**config.mk**
```make
export PLATFORM = sky130hd
export DESIGN_NAME = rr_mux_arbiter_4_flat
export DESIGN_NICKNAME = d
export VERILOG_FILES = /design/src/rtl/rr_mux_arbiter_4_if.sv /design/src/rtl/rr_mux_arbiter_4.sv /design/src/flat_wrapper.sv
export SDC_FILE = /design/constraint.sdc
export NUM_CORES = 1
export LEC_CHECK = 0
export ABC_AREA = 1
export CORE_MARGIN = 3
export CORE_UTILIZATION = 44
export CTS_CLUSTER_DIAMETER = 30
export DETAILED_ROUTE_END_ITERATION = 16
export PLACE_DENSITY = 0.9
export SYNTH_ARGS = -nofsm -noshare
export SYNTH_HDL_FRONTEND = slang
export SYNTH_SLANG_ARGS = --single-unit
export TNS_END_PERCENT = 30
```
**constraint.sdc**
```tcl
create_clock -name clk -period 2.1 [get_ports clk]
set_clock_uncertainty 0.05 [all_clocks]
set_input_delay 0.42 -clock clk [delete_from_list [all_inputs] [get_ports clk]]
set_output_delay 0.42 -clock clk [all_outputs]
set_load 0.005 [all_outputs]
```
**src/rtl/rr_mux_arbiter_4_if.sv**
```systemverilog
// Valid/ready bundle between four producers, the arbiter and one consumer.
interface rr_mux_arbiter_4_if #(
  parameter int unsigned W = 4
);
  logic [3:0]   in_valid;
  logic [W-1:0] in_data0;
  logic [W-1:0] in_data1;
  logic [W-1:0] in_data2;
  logic [W-1:0] in_data3;
  logic [3:0]   in_ready;
  logic         out_valid;
  logic [W-1:0] out_data;
  logic [1:0]   out_src;
  logic         out_ready;
  logic [1:0]   sel;

  modport slave (
    input  in_valid, in_data0, in_data1, in_data2, in_data3, out_ready,
    output in_ready, out_valid, out_data, out_src, sel
  );

  modport master (
    output in_valid, in_data0, in_data1, in_data2, in_data3, out_ready,
    input  in_ready, out_valid, out_data, out_src, sel
  );
endinterface

```
**src/rtl/rr_mux_arbiter_4.sv**
```systemverilog
// Four-way round-robin arbiter driving a 4:1 mux into a single registered output stage.
// Define RR_MUX_ARBITER_FIXED_PRIO_EN for fixed priority (index 0 highest) instead of round-robin.
module rr_mux_arbiter_4 #(
  parameter int unsigned W = 4
) (
  input logic               clk,
  input logic               rst,
  rr_mux_arbiter_4_if.slave bus
);

  logic         r_out_valid;
  logic [W-1:0] r_out_data;
  logic [1:0]   r_out_src;
`ifndef RR_MUX_ARBITER_FIXED_PRIO_EN
  logic [1:0]   r_last;
`endif

  logic         w_can_load;
  logic         w_found;
  logic         w_grant;
  logic [1:0]   w_idx;
  logic [1:0]   w_sel;
  logic [W-1:0] w_mux_data;

  assign w_can_load = !r_out_valid || bus.out_ready;

  // Winner search: first valid requester starting one past the last grant.
  always_comb begin
    w_sel   = 2'd0;
    w_found = 1'b0;
    w_idx   = 2'd0;
    for (int k = 0; k < 4; k++) begin
`ifdef RR_MUX_ARBITER_FIXED_PRIO_EN
      w_idx = 2'(k);
`else
      w_idx = r_last + 2'(k + 1);
`endif
      if (!w_found && bus.in_valid[w_idx]) begin
        w_sel   = w_idx;
        w_found = 1'b1;
      end
    end
  end

  assign w_grant = w_can_load && w_found && !rst;

  always_comb begin
    w_mux_data = '0;
    case (w_sel)
      2'd0:    w_mux_data = bus.in_data0;
      2'd1:    w_mux_data = bus.in_data1;
      2'd2:    w_mux_data = bus.in_data2;
      default: w_mux_data = bus.in_data3;
    endcase
  end

  // Output stage: a load overrides a simultaneous drain.
  always_ff @(posedge clk) begin
    if (rst) begin
      r_out_valid <= 1'b0;
      r_out_data  <= '0;
      r_out_src   <= 2'd0;
`ifndef RR_MUX_ARBITER_FIXED_PRIO_EN
      r_last      <= 2'd3;
`endif
    end else if (w_grant) begin
      r_out_valid <= 1'b1;
      r_out_data  <= w_mux_data;
      r_out_src   <= w_sel;
`ifndef RR_MUX_ARBITER_FIXED_PRIO_EN
      r_last      <= w_sel;
`endif
    end else if (r_out_valid && bus.out_ready) begin
      r_out_valid <= 1'b0;
    end
  end

  assign bus.in_ready  = w_grant ? 4'(4'b0001 << w_sel) : 4'b0000;
  assign bus.sel       = w_sel;
  assign bus.out_valid = r_out_valid;
  assign bus.out_data  = r_out_data;
  assign bus.out_src   = r_out_src;

endmodule
```
**src/flat_wrapper.sv**
```systemverilog
// flat-port wrapper written by rule: the top's interface ports become plain ports
module rr_mux_arbiter_4_flat 
#(
  parameter int unsigned W = 4
)
  (clk, rst, bus_in_valid, bus_in_data0, bus_in_data1, bus_in_data2, bus_in_data3, bus_out_ready, bus_in_ready, bus_out_valid, bus_out_data, bus_out_src, bus_sel);
  rr_mux_arbiter_4_if #(.W(W)) bus_i ();
  input logic clk;
  input logic rst;
  input wire logic [$bits(bus_i.in_valid)-1:0] bus_in_valid;
  input wire logic [$bits(bus_i.in_data0)-1:0] bus_in_data0;
  input wire logic [$bits(bus_i.in_data1)-1:0] bus_in_data1;
  input wire logic [$bits(bus_i.in_data2)-1:0] bus_in_data2;
  input wire logic [$bits(bus_i.in_data3)-1:0] bus_in_data3;
  input wire logic [$bits(bus_i.out_ready)-1:0] bus_out_ready;
  output wire logic [$bits(bus_i.in_ready)-1:0] bus_in_ready;
  output wire logic [$bits(bus_i.out_valid)-1:0] bus_out_valid;
  output wire logic [$bits(bus_i.out_data)-1:0] bus_out_data;
  output wire logic [$bits(bus_i.out_src)-1:0] bus_out_src;
  output wire logic [$bits(bus_i.sel)-1:0] bus_sel;
  assign bus_i.in_valid = bus_in_valid;
  assign bus_i.in_data0 = bus_in_data0;
  assign bus_i.in_data1 = bus_in_data1;
  assign bus_i.in_data2 = bus_in_data2;
  assign bus_i.in_data3 = bus_in_data3;
  assign bus_i.out_ready = bus_out_ready;
  assign bus_in_ready = bus_i.in_ready;
  assign bus_out_valid = bus_i.out_valid;
  assign bus_out_data = bus_i.out_data;
  assign bus_out_src = bus_i.out_src;
  assign bus_sel = bus_i.sel;
  rr_mux_arbiter_4 #(.W(W)) u_core (.clk(clk), .rst(rst), .bus(bus_i));
endmodule
```
==> After elaboration in Yosys (flattened, before gate mapping) <==
Cells that the tools add are included.
{ "op_classes": {"muxes": 20, "shifts": 1, "eq_ne": 2, "n_reduce_logical": 14, "div_mod_pow": 0, "bitwise_logic": 0, "mul": 0, "n_addsub": 3, "magnitude_cmp": 4} }
{ "op_table": {"columns": ["operator", "n"], "rows": [
  ["$lt A2 B3 Y1 const B", 4],
  ["$pmux W4 S3", 1],
  ["$mux W1", 10],
  ["$bmux W1 S2", 4],
  ["$mux W2", 4],
  ["$logic_and A1 B1 Y1", 6],
  ["$logic_not A1 Y1", 5],
  ["$add A2 B2 Y2 const B", 2],
  ["$mux W4", 1],
  ["$shl A1 B2 Y4 const A", 1],
  ["$add A2 B1 Y2 const B", 1],
  ["$eq A2 B1 Y1 const B", 1],
  ["$eq A2 B2 Y1 const B", 1],
  ["$logic_not A2 Y1", 1],
  ["$reduce_bool A2 Y1", 1],
  ["$logic_or A1 B1 Y1", 1]
]} }
{ "word_totals": {"reg_bits": 9, "mem_bits_rw": 0, "output_inout_bits": 13, "in_bits": 23, "word_cells": 48, "latch_bits": 0, "mem_bits_ro": 0, "n_memories": 0} }

==> Depth between registers and ports, before layout <==
{ "logic_depth": {"depth_word": 16, "mapped_depth": 16, "mapped_depth_nobuf": 15} }

==> Worst setup path before layout <==
Ideal clock, no wire load.
{ "synth_timing": {"path_kind": "register -> output", "start": "register u_core.r_last[0]", "end": "output bus_in_ready[2]", "n_path_buf": 1, "t_required_ns": 1.630, "path_slack_ns": 0.245, "path_stages_with_launch": 12, "arrival_time_ns": 1.385, "path_cell_list": "dfxtp_1 -> buf_4 -> nand2_1 -> nand2_2 -> nand2_2 -> nand2_4 -> nor2_4 -> nand4_1 -> nand3_2 -> inv_2 -> nand2_1 -> nor2_1"} }
{ "synth_via": {"elab_chain_cells": 16, "word_cells_on_any_way": 29, "cone_classes": "add/sub: 3; shift: 1; mux: 17; reduce/logical: 8"} }
{ "synth_rtl": {"columns": ["item", "line_no", "source"], "rows": [
  ["start: declaration", "rr_mux_arbiter_4.sv:15", "logic [1:0] r_last;"],
  ["start signal: assignment", "rr_mux_arbiter_4.sv:71", "r_last <= w_sel;"],
  ["$add A2 B1 Y2", "rr_mux_arbiter_4.sv:36", "w_idx = r_last + 2'(k + 1);"],
  ["$bmux W1 S2", "rr_mux_arbiter_4.sv:38", "if (!w_found && bus.in_valid[w_idx]) begin"],
  ["$mux W1 (not written as such)", "rr_mux_arbiter_4.sv:38", null],
  ["$mux W1", "rr_mux_arbiter_4.sv:38", null],
  ["$logic_not A1 Y1", "rr_mux_arbiter_4.sv:38", null],
  ["$logic_and A1 B1 Y1", "rr_mux_arbiter_4.sv:38", null],
  ["$mux W1", "rr_mux_arbiter_4.sv:38", null],
  ["$logic_not A1 Y1", "rr_mux_arbiter_4.sv:38", null],
  ["$logic_and A1 B1 Y1", "rr_mux_arbiter_4.sv:38", null],
  ["$mux W1", "rr_mux_arbiter_4.sv:38", null],
  ["$logic_not A1 Y1", "rr_mux_arbiter_4.sv:38", null],
  ["$logic_and A1 B1 Y1", "rr_mux_arbiter_4.sv:38", null],
  ["$mux W1", "rr_mux_arbiter_4.sv:38", null],
  ["$logic_and A1 B1 Y1 (2 in a row)", "rr_mux_arbiter_4.sv:45", "assign w_grant = w_can_load && w_found && !rst;"],
  ["$mux W4 (*)", "rr_mux_arbiter_4.sv:78", "assign bus.in_ready = w_grant ? 4'(4'b0001 << w_sel) : 4'b0000;"],
  ["end: declaration", "flat_wrapper.sv:16", "output wire logic [$bits(bus_i.in_ready)-1:0] bus_in_ready;"]
]} }
Mark *: on every way between the ends. The rest lies on a longest branch, timed or not. The select of a mux whose other input is x is not followed.

==> Worst setup path after layout <==
{ "layout_timing": {"start": "register u_core.r_last[0]", "end": "output bus_in_ready[1]"} }
The elaborated chain is that of the path after synthesis.

==> results_dict.tcl <==
set metrics [dict create \
    status "complete, but fails checks" \
    violations "negative setup slack" \
    postRouteWirelength_um 4080 \
    fillers 118 \
    seqCellArea_um2 188 \
    cts.sinks 9 \
    drc 0 \
    vias 1345 \
    dpl_cell_area_mm2 0.00148 \
    grt_max_degree 11 \
    drt_iter0_drc 46 \
    async_reset_ff_share_pct 0 \
    worstRegToRegCells 17 \
    antenna_found_initial 0 \
    path_cells "buf_8 > nand2_1 > nand2_2 > nand2_1 > nand2_2 > nand4_1 > nand3_2 > buf_6 > inv_4 > nand2_2 > nor2_1 > buf_2" \
    synth_edf_count 0 \
    yosysUniqueCellTypes 21 \
    core-area_mm2 0.00204 \
    dieArea_mm2 0.00286 \
    vias_per_cell 5.25 \
    report.final.hold_viol_count 0 \
    ant_nets 0 \
    clkTransAtPathRegs_ps 60 \
    wl_per_cell_um 15.9 \
    place_congestion 0.874 \
    cts_hold_buffers 0 \
    holdPathEnd "u_core.bus.out_src[0]" \
    synth_ff_type "dfxtp_1" \
    ir_drop_uv 1430 \
    hold_class "reg -> reg" \
    synth.top_cell.area_share_pct 18.2 \
    die_w_um 53.5 \
    avgSynthCellArea_um2 6.35 \
    io_pins 36 \
    critPathMostFrequentCell "nand2_2" \
    min_path_cells 2 \
    relSlewSlack_pct 84.1 \
    hold_start "u_core.bus.out_src[0]" \
    critical_path.max_fanout 7 \
    grt_pass1_wl_um 5640 \
    htree_levels 1 \
    ys_seq_area_share_pct 18.2 \
    initial_utilization_pct 48.5 \
    cp.buffers_inverters 4 \
    synth_area_um2 991 \
    insertion_delay_ps 260 \
    path_class "reg -> out" \
    critical_path.top_delay_family "simple AND/OR/NAND/NOR gates" \
    stdcell_area_mm2 0.00177 \
    numCtsBuffers 3 \
    grt_pass1_vias 1319 \
    cts_tree "done" \
    ys_ff_latch 9 \
    rsz0062_at_grt "true" \
    yosysTopAreaCell "dfxtp_1" \
    synthCells 156 \
    clockBufferDepth 2 \
    fin_nets 253 \
    finalSetupViolCount 9 \
    multiInputGateArea_um2 776 \
    reg2reg_to "u_core.bus.out_src[1]" \
    postLayoutCoreUtil_pct 86.6 \
    crit_required_ps 1630 \
    end_kind "primary output" \
    fmax_mhz 428 \
    dp_hpwl_um 2240 \
    cpMaxStageDelayCell "dfxtp_4" \
    total_leakage_power_nw 0.898 \
    cp-start-kind "flop" \
    num_antenna_cells 0 \
    synth_nets 179 \
    synthTopCellsByCount "42 x nand2_1, 17 x inv_1, 16 x nand2_2" \
    drive_above_1_share_pct 50.2 \
    fin_crit_ps 2340 \
    finalWorstSetupSlack_ps -238 \
    max_stage_delay_ps 380 \
    powerDensity_mw_per_mm2 1940 \
    die_y_um 53.5 \
    yosysWarnings 0 \
    grt_use_total_pct 27.3 \
    overflow 0 \
    reg2reg_from "u_core.r_last[0]" \
    maxCapViolations 0 \
    worst_slew_pin_slew_ps 238 \
    cts_root_buf "clkbuf_4" \
    std_cell_rows 16 \
    dr.pass1.iters 4 \
    crit_arrival_ps 1870 \
    port_buffers 35 \
    final-max-slew-violation-count 0 \
    synthTopCellsByArea "dfxtp_1 18%, nand2_1 16%, nand2_4 11%" \
    period_share_pct 111 \
    yosysMostFrequentCell "nand2_1" \
    fin_tns_setup_ps -1760 \
    synthToLayoutAreaGrowth_pct 78.4 \
    p_total_mw 3.43 \
    r2r_setup_slack_ps -230 \
    worst_hold_slack_ps 424 \
]
[how the worst max path moves through the flow]
stage | from | endpoint | slack (ps) | depth (start not counted)
global route | u_core.r_last[0] | bus_in_ready[1] | -330 | 12
global placement | bus_in_valid[2] | bus_in_ready[3] | -700 | 12
CTS | u_core.r_last[0] | bus_in_ready[3] | -170 | 13
finish | u_core.r_last[0] | bus_in_ready[1] | -240 | 12
floorplan | u_core.r_last[0] | bus_in_ready[2] | 250 | 11
detailed placement | bus_in_valid[2] | bus_in_ready[3] | -730 | 12
[registers in the layout (all words and copies together), names as in the netlist]
| register | cells |
|---|---|
| u_core.bus.out_data | 4 |
| u_core.bus.out_src | 2 |
| u_core.r_last | 2 |
| u_core.bus.out_valid | 1 |
[through the flow]
| stage | worst slack [ps] | std cells |
|---|---|---|
| 2_1_floorplan | 245 | 156 |
| 3_3_place_gp | -703 | 232 |
| 3_5_place_dp | -731 | 232 |
| 4_1_cts | -173 | 253 |
| 5_1_grt | -333 | 256 |
| 6_report | -238 | 256 |
[area by class of cell]
| class | count | area share (%) |
|---|---|---|
| repair buffers | 73 | 35.8 |
| clock buffers | 4 | 1.49 |
| flip-flops and latches | 9 | 10.6 |
| multi-input cells | 118 | 43.9 |
| inverters | 25 | 6.30 |
| well taps | 27 | 1.91 |
[repair_timing]
action                                  in CTS  in global routing
pin swaps                                   22                 11
gates cloned                                 0                  0
endpoints found under the setup margin       6                 11
hold endpoints to repair                     0                  0
resized for setup                           52                 18
buffers inserted                            17                  3
[logic make-up after synthesis]
| logic type | synth area share (%) |
|---|---|
| and+or+nand+nor | 60.2 |
| buffers and inverters | 13.5 |
| AOI/OAI and AO/OA | 8.08 |
| DFF | 18.2 |
[power breakdown]
group,internal [mW],total [mW],leakage [nW],switching (mW)
Clock,0.0734,0.136,0.0150,0.0628
Sequential,0.262,0.353,0.0750,0.0904
Combinational,1.32,2.94,0.808,1.61
[metal layers]
layer	part of all wire (%)	up-vias	wire length [um]	global-route usage, %
met5	0	-	0	0
li1	-	627	-	-
met3	7.1	21	290	4.51
met2	51	85	2070	53.5
met4	3.9	0	158	9.36
met1	38	612	1570	28.4
[worst min-delay path: cells and delay by family, from the launching register on]
kind	cells	cell delay, ps
flip-flops	1	310
AND/OR/NAND/NOR	1	60
AO/OA/AOI/OAI	1	50
[placed cells by master (no fill, tap or decap), drive strengths merged]
cell type	n
o21ai	5
nor3	1
a21oi	8
dlygate4sd2	4
buf	43
nor2	16
nand3	17
nand2	68
nand4	3
clkdlybuf4s15	1
inv	25
clkbuf	4
dfxtp	9
clkdlybuf4s50	25
No activity file was read; power rests on OpenSTA's default activity.
